<file path="src/rtl/harmonic_mixer.sv">
// Mixes a fundamental with weighted 2nd/3rd harmonic samples over a four-state
// accumulate-and-saturate sequence, one result per accepted input.
module harmonic_mixer #(
    parameter int WIDTH     = 16,
    parameter int ACC_WIDTH = WIDTH + 2
) (
    input  logic                    clk,
    input  logic                    reset,
    input  logic [1:0]              weight,
    input  logic                    in_valid,
    input  logic signed [WIDTH-1:0] s1,
    input  logic signed [WIDTH-1:0] s2,
    input  logic signed [WIDTH-1:0] s3,
    output logic                    busy,
    output logic                    out_valid,
    output logic signed [WIDTH-1:0] sample_out,
    output logic                    clipped,
    output logic                    dropped
);

    typedef enum logic [1:0] {
        IDLE = 2'd0,
        ADD2 = 2'd1,
        ADD3 = 2'd2,
        SAT  = 2'd3
    } state_t;

    localparam logic signed [ACC_WIDTH-1:0] LP_MAX =
        {{(ACC_WIDTH-WIDTH+1){1'b0}}, {(WIDTH-1){1'b1}}};
    localparam logic signed [ACC_WIDTH-1:0] LP_MIN =
        {{(ACC_WIDTH-WIDTH+1){1'b1}}, {(WIDTH-1){1'b0}}};

    function automatic logic signed [ACC_WIDTH-1:0] f_sext(
        input logic signed [WIDTH-1:0] x
    );
        return {{(ACC_WIDTH-WIDTH){x[WIDTH-1]}}, x};
    endfunction

    // Arithmetic shifts floor the result (truncate LSBs toward -inf).
    function automatic logic signed [ACC_WIDTH-1:0] f_half(
        input logic signed [WIDTH-1:0] x
    );
        logic signed [ACC_WIDTH-1:0] e;
        e = f_sext(x);
        return e >>> 1;
    endfunction

    function automatic logic signed [ACC_WIDTH-1:0] f_quarter(
        input logic signed [WIDTH-1:0] x
    );
        logic signed [ACC_WIDTH-1:0] e;
        e = f_sext(x);
        return e >>> 2;
    endfunction

    function automatic logic f_clip(input logic signed [ACC_WIDTH-1:0] a);
        return (a > LP_MAX) || (a < LP_MIN);
    endfunction

    function automatic logic signed [WIDTH-1:0] f_sat(
        input logic signed [ACC_WIDTH-1:0] a
    );
        logic signed [ACC_WIDTH-1:0] c;
        if (a > LP_MAX)
            c = LP_MAX;
        else if (a < LP_MIN)
            c = LP_MIN;
        else
            c = a;
        return c[WIDTH-1:0];
    endfunction

    function automatic logic [1:0] f_wclamp(input logic [1:0] w);
        return (w == 2'd3) ? 2'd2 : w;
    endfunction

    state_t                      r_state;
    state_t                      w_next_state;
    logic signed [WIDTH-1:0]     r_s2;
    logic signed [WIDTH-1:0]     r_s3;
    logic [1:0]                  r_w;
    logic signed [ACC_WIDTH-1:0] r_acc;
    logic signed [WIDTH-1:0]     r_sample;
    logic                        r_out_valid;
    logic                        r_clipped;
    logic                        r_dropped;
    logic                        w_busy;

    assign w_busy     = (r_state != IDLE);
    assign busy       = w_busy;
    assign out_valid  = r_out_valid;
    assign sample_out = r_sample;
    assign clipped    = r_clipped;
    assign dropped    = r_dropped;

    always_ff @(posedge clk) begin
        if (!reset)
            r_state <= IDLE;
        else
            r_state <= w_next_state;
    end

    always_comb begin
        w_next_state = r_state;
        case (r_state)
            IDLE:    if (in_valid) w_next_state = ADD2;
            ADD2:    w_next_state = ADD3;
            ADD3:    w_next_state = SAT;
            SAT:     w_next_state = IDLE;
            default: w_next_state = IDLE;
        endcase
    end

    always_ff @(posedge clk) begin
        if (!reset) begin
            r_s2        <= '0;
            r_s3        <= '0;
            r_w         <= '0;
            r_acc       <= '0;
            r_sample    <= '0;
            r_out_valid <= 1'b0;
            r_clipped   <= 1'b0;
            r_dropped   <= 1'b0;
        end else begin
            r_out_valid <= 1'b0;
            r_clipped   <= 1'b0;
            // Inputs arriving mid-sequence are discarded but remembered.
            if (in_valid && w_busy)
                r_dropped <= 1'b1;
            case (r_state)
                IDLE: begin
                    if (in_valid) begin
                        r_s2  <= s2;
                        r_s3  <= s3;
                        r_w   <= f_wclamp(weight);
                        r_acc <= f_sext(s1);
                    end
                end
                ADD2: begin
                    if (r_w >= 2'd1)
                        r_acc <= r_acc + f_half(r_s2);
                end
                ADD3: begin
                    if (r_w >= 2'd2)
                        r_acc <= r_acc + f_quarter(r_s3);
                end
                SAT: begin
                    r_sample    <= f_sat(r_acc);
                    r_clipped   <= f_clip(r_acc);
                    r_out_valid <= 1'b1;
                end
                default: ;
            endcase
        end
    end

endmodule

</file>
<file path="config.mk">
export PLATFORM = sky130hd
export DESIGN_NAME = harmonic_mixer
export DESIGN_NICKNAME = d
export VERILOG_FILES = /design/src/rtl/harmonic_mixer.sv
export SDC_FILE = /design/constraint.sdc
export NUM_CORES = 1
export LEC_CHECK = 0
export CORE_MARGIN = 5
export CORE_UTILIZATION = 57
export DETAILED_ROUTE_END_ITERATION = 7
export PLACE_DENSITY = 0.86
export SYNTH_ARGS = -nofsm -noshare
export SYNTH_HDL_FRONTEND = slang
export SYNTH_SLANG_ARGS = --single-unit
</file>
<file path="constraint.sdc">
create_clock -name clk -period 4.8 [get_ports clk]
set_clock_uncertainty 0.15 [all_clocks]
set_input_delay 0.96 -clock clk [delete_from_list [all_inputs] [get_ports clk]]
set_output_delay 0.96 -clock clk [all_outputs]
set_load 0.01 [all_outputs]
</file>
==> results of run 1 <==
-- worst max-delay path, cell delays in order, from the launching register on --
cell,delay (ps)
dfxtp_1,410
inv_1,90
ha_1,460
o21ai_0,640
ha_1,420
a21oi_1,240
o21ai_0,140
or3_1,400
o41ai_1,420
o31ai_1,130
-- cell type report --
class,count,area (µm²),area share (%)
Clock buffer,9,123.9,2.558
Clock inverter,6,111.4,2.300
Inverter,11,41.29,0.8527
Multi-Input combinational cell,363,2359,48.71
Sequential cell,70,1401,28.94
Tap cell,80,100.1,2.067
Timing Repair Buffer,71,705.7,14.57
-- state kept, by name, indices dropped and copies added (netlist names) --
name / count
r_state: 2
dropped: 1
r_acc: 18
out_valid: 1
r_s2: 15
clipped: 1
sample_out: 16
r_s3: 14
r_w: 2
-- power by group through the flow --
stage | Clock, mW | Sequential (mW) | Combinational [mW]
after floorplan | 0 | 0.805 | 0.946
after global placement | 0 | 0.821 | 1.19
after detailed placement | 0 | 0.828 | 1.23
after CTS | 0.566 | 0.817 | 1.24
after global routing | 0.594 | 0.834 | 1.39
final | 0.560 | 0.819 | 1.25
-- Yosys cell counts, types with 5 or more instances --
master / count
nor2b_1: 5
mux2i_1: 12
mux2_2: 13
a21oi_1: 30
dfxtp_1: 70
xor2_1: 8
o211a_1: 5
xnor2_1: 6
a21boi_0: 48
clkbuf_1: 23
nand2_1: 89
nand2b_1: 18
nor2_1: 22
o21ai_0: 38
nor3_1: 5
ha_1: 22
inv_1: 10
-- routing by layer --
layer	share of wire, %	vias up	global-route usage [%]
li1	-	1743	-
met1	49	1481	28.24
met2	45	84	32.69
met3	4.3	14	4.062
met4	1.5	0	7.570
met5	0	-	0
-- per-stage QoR --
step,cells,setup WS (ps),instance area (µm²)
2_1_floorplan,471,1570,3905
4_1_cts,610,1156,4842
3_3_place_gp,595,1237,4607
5_1_grt,610,890.9,4842
3_5_place_dp,595,1178,4607
6_report,610,1154,4842
-- worst max path at each step --
stage	endpoint	slack, ps	depth (start not counted)
after detailed placement	r_acc[16]	1180	13
final	r_acc[17]	1150	9
after floorplan	r_acc[17]	1570	12
after global placement	r_acc[16]	1240	13
after global routing	r_acc[17]	890	9
after CTS	r_acc[16]	1160	13
-- cell families after synthesis --
logic type,share of synthesized area (%)
simple gates,17.97
compound gates,24.90
flops,35.89
buf+inv,3.717
mux,6.825
fa+ha+maj,7.562
xor+xnor,3.140
==> flow_summary_export.csv, run 1 <==
group,metric,value,unit
detailed_routing,first_pass_iters,4,
logic_synthesis,netlist_area,3905,µm²
power_and_ir_drop,seqPwrFrac,31.2,%
power_and_ir_drop,leakagePower,1.882,nW
timing,rsz0062_at_grt,"no",
timing,tightest_slew,1028,ps
finish,drive_above_1_share,6.981,%
power_and_ir_drop,p_switching,1.051,mW
detailed_routing,viasPerCell,5.446,
clock_network,cts_resized,0,
critical_path,critPathCaptureType,"flip-flop",
clock_network,cts_buffers,9,
placement,dp_hpwl,6.376,mm
finish,final_common_cell,"nand2_1",
die,die_width,92.77,µm
timing,hold_viol_final,0,
clock_network,clockRootBuffer,"clkbuf_8",
placement,portBuffers,69,
critical_path,ff2ff_setup_slack,1150,ps
detailed_routing,wl,8.872,mm
timing,report.final.slew_viol_count,0,
clock_network,clock-sinks,70,
die,die_area,8606,µm²
critical_path,path_class,"reg2reg",
power_and_ir_drop,power.share.clock,21.3,%
min_path,min-delay-start,"r_s2[15]",
logic_synthesis,synthTopCellsByArea,"dfxtp_1 (36%), a21boi_0 (9.2%), nand2_1 (8.6%)",
timing,fin_tns_setup,0,ps
min_path,hp-class,"reg2reg",
die,initial_core_util,58.12,%
logic_synthesis,ys_ff_latch,70,
power_and_ir_drop,pwr_density_cell,542.5,nW/µm²
detailed_routing,drt_iter0_drc,290,
min_path,whs_path_depth,2,
critical_path,critPathArrivalTime,3710,ps
clock_network,cts_tree,"done",
power_and_ir_drop,ir_drop,0.0003151,V
detailed_routing,via_count,3322,
die,pin_count,73,
outcome,status,"completed",
critical_path,rr_worst_depth,9,
critical_path,startpoint,"r_state[0]",
clock_network,clk_latency,350,ps
logic_synthesis,synth.avg_cell_area,8.291,µm²
flow_run,cap_violations,0,
logic_synthesis,ys_seq_area_share,35.89,%
finish,final_cell_mix,"nand2_1 (89), dfxtp_1 (70), clkdlybuf4s50_1 (69)",
grt,grt_pass1_vias,3189,
grt,grt_max_degree,71,
finish,postLayoutCoreUtil,72.07,%
critical_path,cp.required,4870,ps
detailed_routing,routedWlPerCell,14.54,µm
clock_network,holdBufCountCts,0,
detailed_routing,drt.antenna.violating_nets,0,
logic_synthesis,async_flop_share,0,%
die,fp.coreArea,6719,µm²
logic_synthesis,syn_nets,547,
timing,slew_headroom,31.47,%
die,rows,30,
power_and_ir_drop,p_comb_share,47.5,%
timing,finalCritPeriodShare,75.95,%
timing,clock.fmax,274.3,MHz
logic_synthesis,synth_edf_count,0,
grt,antenna_found_initial,0,
power_and_ir_drop,swShare,40.01,%
grt,globalRoute.totalOverflow,0,
logic_synthesis,synth_cell_types,47,
finish,fillers,529,
critical_path,crit_path_start_kind,"flip-flop",
finish,antennaDiodeCount,0,
power_and_ir_drop,intPower,1.576,mW
logic_synthesis,synth_top_cell_area_share,35.89,%
logic_synthesis,synth_cells,471,
critical_path,r2r_start,"r_state[0]",
timing,fin_crit,3646,ps
grt,grt_pass1_wl,14.51,mm
clock_network,cts_setup_buffers,0,
grt,track_usage,20.78,%
clock_network,clkSlewWorstSetupHoldPaths,70,ps
clock_network,cts_buffer_depth,2,
power_and_ir_drop,p_total,2.627,mW
finish,syn_to_final_growth,24.00,%
timing,setup_viol,0,
clock_network,cts.htree.levels,3,
logic_synthesis,synthFlopType,"dfxtp_1",
min_path,hold_end,"r_s2[15]",
timing,hold_ws,314.9,ps
placement,gp_congestion,0.8132,
logic_synthesis,synth_top_area_cell,"dfxtp_1",
finish,fin_nets,602,
logic_synthesis,yosysWarnings,0,
critical_path,reg2reg_to,"r_acc[17]",
die,die_h,92.77,µm
critical_path,critical_path.max_fanout,18,
detailed_routing,remaining_drc_errors,0,
Note: power is estimated with default switching activity, not from simulation.
==> inputs of run 2 (changes only) <==
--- a/config.mk
+++ b/config.mk
@@ -6,9 +6,9 @@
 export NUM_CORES = 1
 export LEC_CHECK = 0
 export CORE_MARGIN = 5
-export CORE_UTILIZATION = 57
+export CORE_UTILIZATION = 47
 export DETAILED_ROUTE_END_ITERATION = 7
-export PLACE_DENSITY = 0.86
+export PLACE_DENSITY = 0.76
 export SYNTH_ARGS = -nofsm -noshare
 export SYNTH_HDL_FRONTEND = slang
 export SYNTH_SLANG_ARGS = --single-unit
==> constraint.sdc (replaced) <==
create_clock -name clk -period 3.1 [get_ports clk]
set_clock_uncertainty 0.15 [all_clocks]
set_input_delay 0.62 -clock clk [delete_from_list [all_inputs] [get_ports clk]]
set_output_delay 0.62 -clock clk [all_outputs]
set_load 0.01 [all_outputs]
==> flow_summary_export.csv, run 2 (same netlist as run 1, synthesis figures left out) <==
group,metric,value,unit
finish,drive_above_1_share,13.55,%
critical_path,cp.required,3200,ps
grt,grt_pass1_vias,3527,
timing,rsz0062_at_grt,"no",
detailed_routing,remaining_drc_errors,0,
die,fp.coreArea,8175,µm²
timing,hold_ws,312.1,ps
placement,dp.cells,650,
detailed_routing,drt.antenna.violating_nets,0,
timing,fin_crit,2915,ps
power_and_ir_drop,pwr_density_cell,836.6,nW/µm²
finish,final_cell_mix,"nand2_1 (89), dfxtp_1 (70), clkdlybuf4s50_1 (69)",
critical_path,critPathArrivalTime,3020,ps
detailed_routing,routedWlPerCell,14.34,µm
die,die_area,10230,µm²
flow_run,cap_violations,0,
critical_path,path_class,"reg2reg",
timing,tightest_slew,846.5,ps
outcome,status,"completed",
critical_path,cp_common_cell,"buf_4",
critical_path,crit_path_start_kind,"flip-flop",
grt,track_usage,19.25,%
placement,gp_congestion,0.8828,
critical_path,crit_family,"simple AND/OR/NAND/NOR gates",
clock_network,cts_buffer_depth,2,
grt,globalRoute.totalOverflow,0,
clock_network,cts_tree,"done",
power_and_ir_drop,ir_drop,0.0005200,V
grt,grt_max_degree,38,
die,pin_count,73,
detailed_routing,drt_iter0_drc,134,
critical_path,critPathCaptureType,"flip-flop",
finish,syn_to_final_growth,31.88,%
finish,antennaDiodeCount,0,
critical_path,path_buf_inv,3,
timing,setup_ws,184.8,ps
power_and_ir_drop,leakagePower,2.048,nW
die,rows,33,
placement,place_ws,-139.7,ps
finish,largest-register,"r_acc",
timing,slew_headroom,43.39,%
detailed_routing,via_count,3557,
clock_network,cts.htree.levels,3,
critical_path,path_cells,"inv_2, ha_4, buf_4, buf_4, mux2_2, ha_1, and3_1, nand2_1, nor2b_1, or3_1, nand4_1, o41ai_2, o31ai_1",
clock_network,clock-sinks,70,
critical_path,worst_path_max_delay_cell,"or3_1",
placement,placed_area,4863,µm²
critical_path,critPathMaxStageDelay,380,ps
clock_network,clockRootBuffer,"clkbuf_8",
timing,clock.fmax,343.0,MHz
die,initial_core_util,47.77,%
finish,fin_nets,632,
timing,setup_viol,0,
die,die_width,101.2,µm
detailed_routing,first_pass_iters,4,
finish,final_common_cell,"nand2_1",
clock_network,clkSlewWorstSetupHoldPaths,70,ps
critical_path,critical_path.max_fanout,7,
grt,grt_pass1_wl,15.91,mm
timing,hold_viol_final,0,
placement,portBuffers,69,
min_path,hp-class,"reg2reg",
detailed_routing,wl,9.551,mm
finish,largest_register_ffs,18,
placement,dp_hpwl,7.210,mm
finish,finalNonFillerCells,666,
clock_network,cts_buffers,9,
timing,report.final.slew_viol_count,0,
timing,fin_tns_setup,0,ps
finish,stdcell_area,5150,µm²
timing,finalCritPeriodShare,94.04,%
grt,antenna_found_initial,0,
critical_path,ff2ff_setup_slack,180,ps
detailed_routing,viasPerCell,5.341,
clock_network,clk_latency,340,ps
die,die_h,101.2,µm
## run 2: cell count changes in the layout (fill, tap and decap cells not counted), sizes merged
| cell | before | now |
|---|---|---|
| buf | 2 | 32 |
| bufinv | 3 | 2 |
| clkbuf | 9 | 13 |
| clkinv | 3 | 2 |
| clkinvlp | 1 | 0 |
## run 2: through the flow
stage,util [%],power (mW)
global route,62.99,4.640
detailed placement,59.49,3.387
CTS,62.43,4.259
global placement,59.49,3.313
floorplan,-,2.713
finish,62.99,4.309
## run 2: what timing repair did
item,in CTS,in global routing
pin swaps,1,3
hold buffers,0,0
resized for setup,4,8
endpoints found under the setup margin,6,7
buffers inserted,0,0
## run 2: per-layer routing
layer	global-route usage, %	up-vias	wire (µm)
met1	22.37	1682	4035
met5	0	-	0
met3	3.650	12	293
met2	35.51	53	5102
met4	5.930	0	120
li1	-	1810	-
## run 2: power breakdown
group / switching, mW / leakage, nW / internal (mW)
combinational: 1.21 / 1.35 / 0.977
sequential: 0.154 / 0.574 / 1.11
clock: 0.342 / 0.120 / 0.519
## run 2: worst paths after layout
check,from,endpoint,cells past startpoint
max reg2reg,r_state[0],r_acc[17],13
max,r_state[0],r_acc[17],13
min reg2reg,r_s2[2],r_s2[2],2
min,r_s2[2],r_s2[2],2
## run 2: worst min-delay path, delay by kind of cell, from the launching register on
kind / cells / cell delay, ps
simple gates: 1 / 50
flops: 1 / 310
compound gates: 1 / 60
## run 2: final cells by class
type,count,area [µm²]
fillers,712,3025
flip-flops and latches,70,1401
well taps,105,131.4
clock inverters,3,65.06
multi-input cells,363,2411
inverters,11,41.29
clock buffers,13,168.9
repair buffers,101,930.9
==> inputs of run 3 (changes only) <==
--- a/config.mk
+++ b/config.mk
@@ -9,6 +9,7 @@
 export CORE_UTILIZATION = 47
 export DETAILED_ROUTE_END_ITERATION = 7
 export PLACE_DENSITY = 0.76
+export SKIP_CTS_REPAIR_TIMING = 1
 export SYNTH_ARGS = -nofsm -noshare
 export SYNTH_HDL_FRONTEND = slang
 export SYNTH_SLANG_ARGS = --single-unit
==> flow_summary_export.csv, run 3 (same netlist as run 1, synthesis figures left out) <==
group,metric,value,unit
placement,dp_hpwl,7.210,mm
critical_path,rr_worst_depth,12,
placement,placed_area,4863,µm²
timing,setup_viol,0,
timing,hold_viol_final,0,
timing,finalCritPeriodShare,94.71,%
timing,tightest_slew,850.7,ps
die,fp.coreArea,8175,µm²
die,rows,33,
critical_path,startpoint,"r_state[0]",
critical_path,path_buf_inv,2,
detailed_routing,remaining_drc_errors,0,
critical_path,crit_end,"r_acc[16]",
critical_path,cp_common_cell,"a21oi_1",
timing,report.final.slew_viol_count,0,
detailed_routing,routedWlPerCell,14.41,µm
grt,track_usage,19.22,%
finish,postLayoutCoreUtil,63.32,%
timing,fin_crit,2936,ps
finish,stdcell_area,5176,µm²
clock_network,cts_buffer_depth,2,
critical_path,critical_path.max_fanout,7,
detailed_routing,viasPerCell,5.383,
grt,grt_max_degree,38,
critical_path,r2r_start,"r_state[0]",
grt,grt_pass1_vias,3519,
critical_path,ff2ff_setup_slack,160,ps
power_and_ir_drop,ir_drop,0.0005198,V
timing,rsz0062_at_grt,"no",
die,die_h,101.2,µm
timing,clock.fmax,340.6,MHz
finish,final_common_cell,"nand2_1",
critical_path,path_class,"reg2reg",
flow_run,cap_violations,0,
critical_path,critPathCaptureType,"flip-flop",
clock_network,cts_tree,"done",
finish,antennaDiodeCount,0,
die,die_width,101.2,µm
detailed_routing,drt.antenna.violating_nets,0,
critical_path,critPathArrivalTime,3020,ps
clock_network,cts.htree.levels,3,
critical_path,cp_num_cells,12,
critical_path,reg2reg_to,"r_acc[16]",
placement,portBuffers,69,
die,die_area,10230,µm²
critical_path,path_cells,"inv_2, ha_4, buf_4, mux2_2, ha_1, a21oi_1, a21oi_1, o21ai_2, a311oi_2, mux2i_1, nor2_1, o21a_1",
critical_path,cp.required,3180,ps
outcome,status,"completed",
critical_path,crit_path_start_kind,"flip-flop",
clock_network,clockRootBuffer,"clkbuf_8",
clock_network,cts_buffers,9,
clock_network,clock-sinks,70,
grt,antenna_found_initial,0,
finish,largest_register_ffs,18,
min_path,hp-class,"reg2reg",
finish,drive_above_1_share,13.90,%
critical_path,worst_path_max_delay_cell,"a311oi_2",
die,pin_count,73,
clock_network,clkSlewWorstSetupHoldPaths,70,ps
detailed_routing,drt_iter0_drc,135,
grt,globalRoute.totalOverflow,0,
finish,final_cell_mix,"nand2_1 (89), dfxtp_1 (70), clkdlybuf4s50_1 (69)",
placement,place_ws,-139.7,ps
power_and_ir_drop,leakagePower,2.047,nW
grt,grt_pass1_wl,15.88,mm
die,initial_core_util,47.77,%
finish,syn_to_final_growth,32.55,%
timing,slew_headroom,43.11,%
detailed_routing,wl,9.594,mm
timing,setup_ws,164.0,ps
clock_network,clk_latency,340,ps
finish,largest-register,"r_acc",
detailed_routing,first_pass_iters,5,
detailed_routing,via_count,3585,
critical_path,critPathMaxStageDelay,370,ps
finish,fin_nets,632,
placement,gp_congestion,0.8828,
power_and_ir_drop,pwr_density_cell,837.5,nW/µm²
critical_path,crit_family,"compound AO/OA/AOI/OAI gates",
timing,hold_ws,312.1,ps
## run 3: cell counts in the layout (fill, tap and decap cells not counted)
No cell type changed its count.
## run 3: final cells by class
| type | count | area (µm²) |
|---|---|---|
| clock buffers | 13 | 168.9 |
| clock inverters | 3 | 65.06 |
| fillers | 713 | 2999 |
| inverters | 11 | 41.29 |
| multi-input cells | 363 | 2437 |
| flip-flops and latches | 70 | 1401 |
| well taps | 105 | 131.4 |
| repair buffers | 101 | 930.9 |
## run 3: report_power, final
part / total, mW / switching (mW) / internal (mW)
registers: 1.27 / 0.161 / 1.11
logic: 2.21 / 1.21 / 0.995
clock network: 0.860 / 0.341 / 0.519
## run 3: worst min-delay path by stage
stage / start / to / slack, ps / cells after the start
global placement: r_s2[2] / r_s2[2] / 300 / 2
floorplan: r_s3[10] / r_s3[10] / 290 / 2
finish: r_s2[2] / r_s2[2] / 310 / 2
global route: r_s3[9] / r_s3[9] / 330 / 2
detailed placement: r_s3[4] / r_s3[4] / 310 / 2
CTS: r_s3[4] / r_s3[4] / 320 / 2
## run 3: per-layer routing
| metal | global-route usage, % | routed length [µm] |
|---|---|---|
| met5 | 0 | 0 |
| met4 | 5.930 | 151 |
| met3 | 3.650 | 383 |
| met2 | 35.46 | 5091 |
| met1 | 22.33 | 3967 |
## run 3: worst min-delay path, cell delays in order (launching register included)
cell and delay [ps]:
dfxtp_1 310, nand2_1 50, a21boi_0 60
## run 3: per-stage QoR
step	TNS (ps)	std cells	total power, mW
floorplan	0	471	2.713
global placement	-101.2	650	3.313
detailed placement	-235.1	650	3.387
CTS	-491.0	666	4.254
global route	0	666	4.666
finish	0	666	4.335
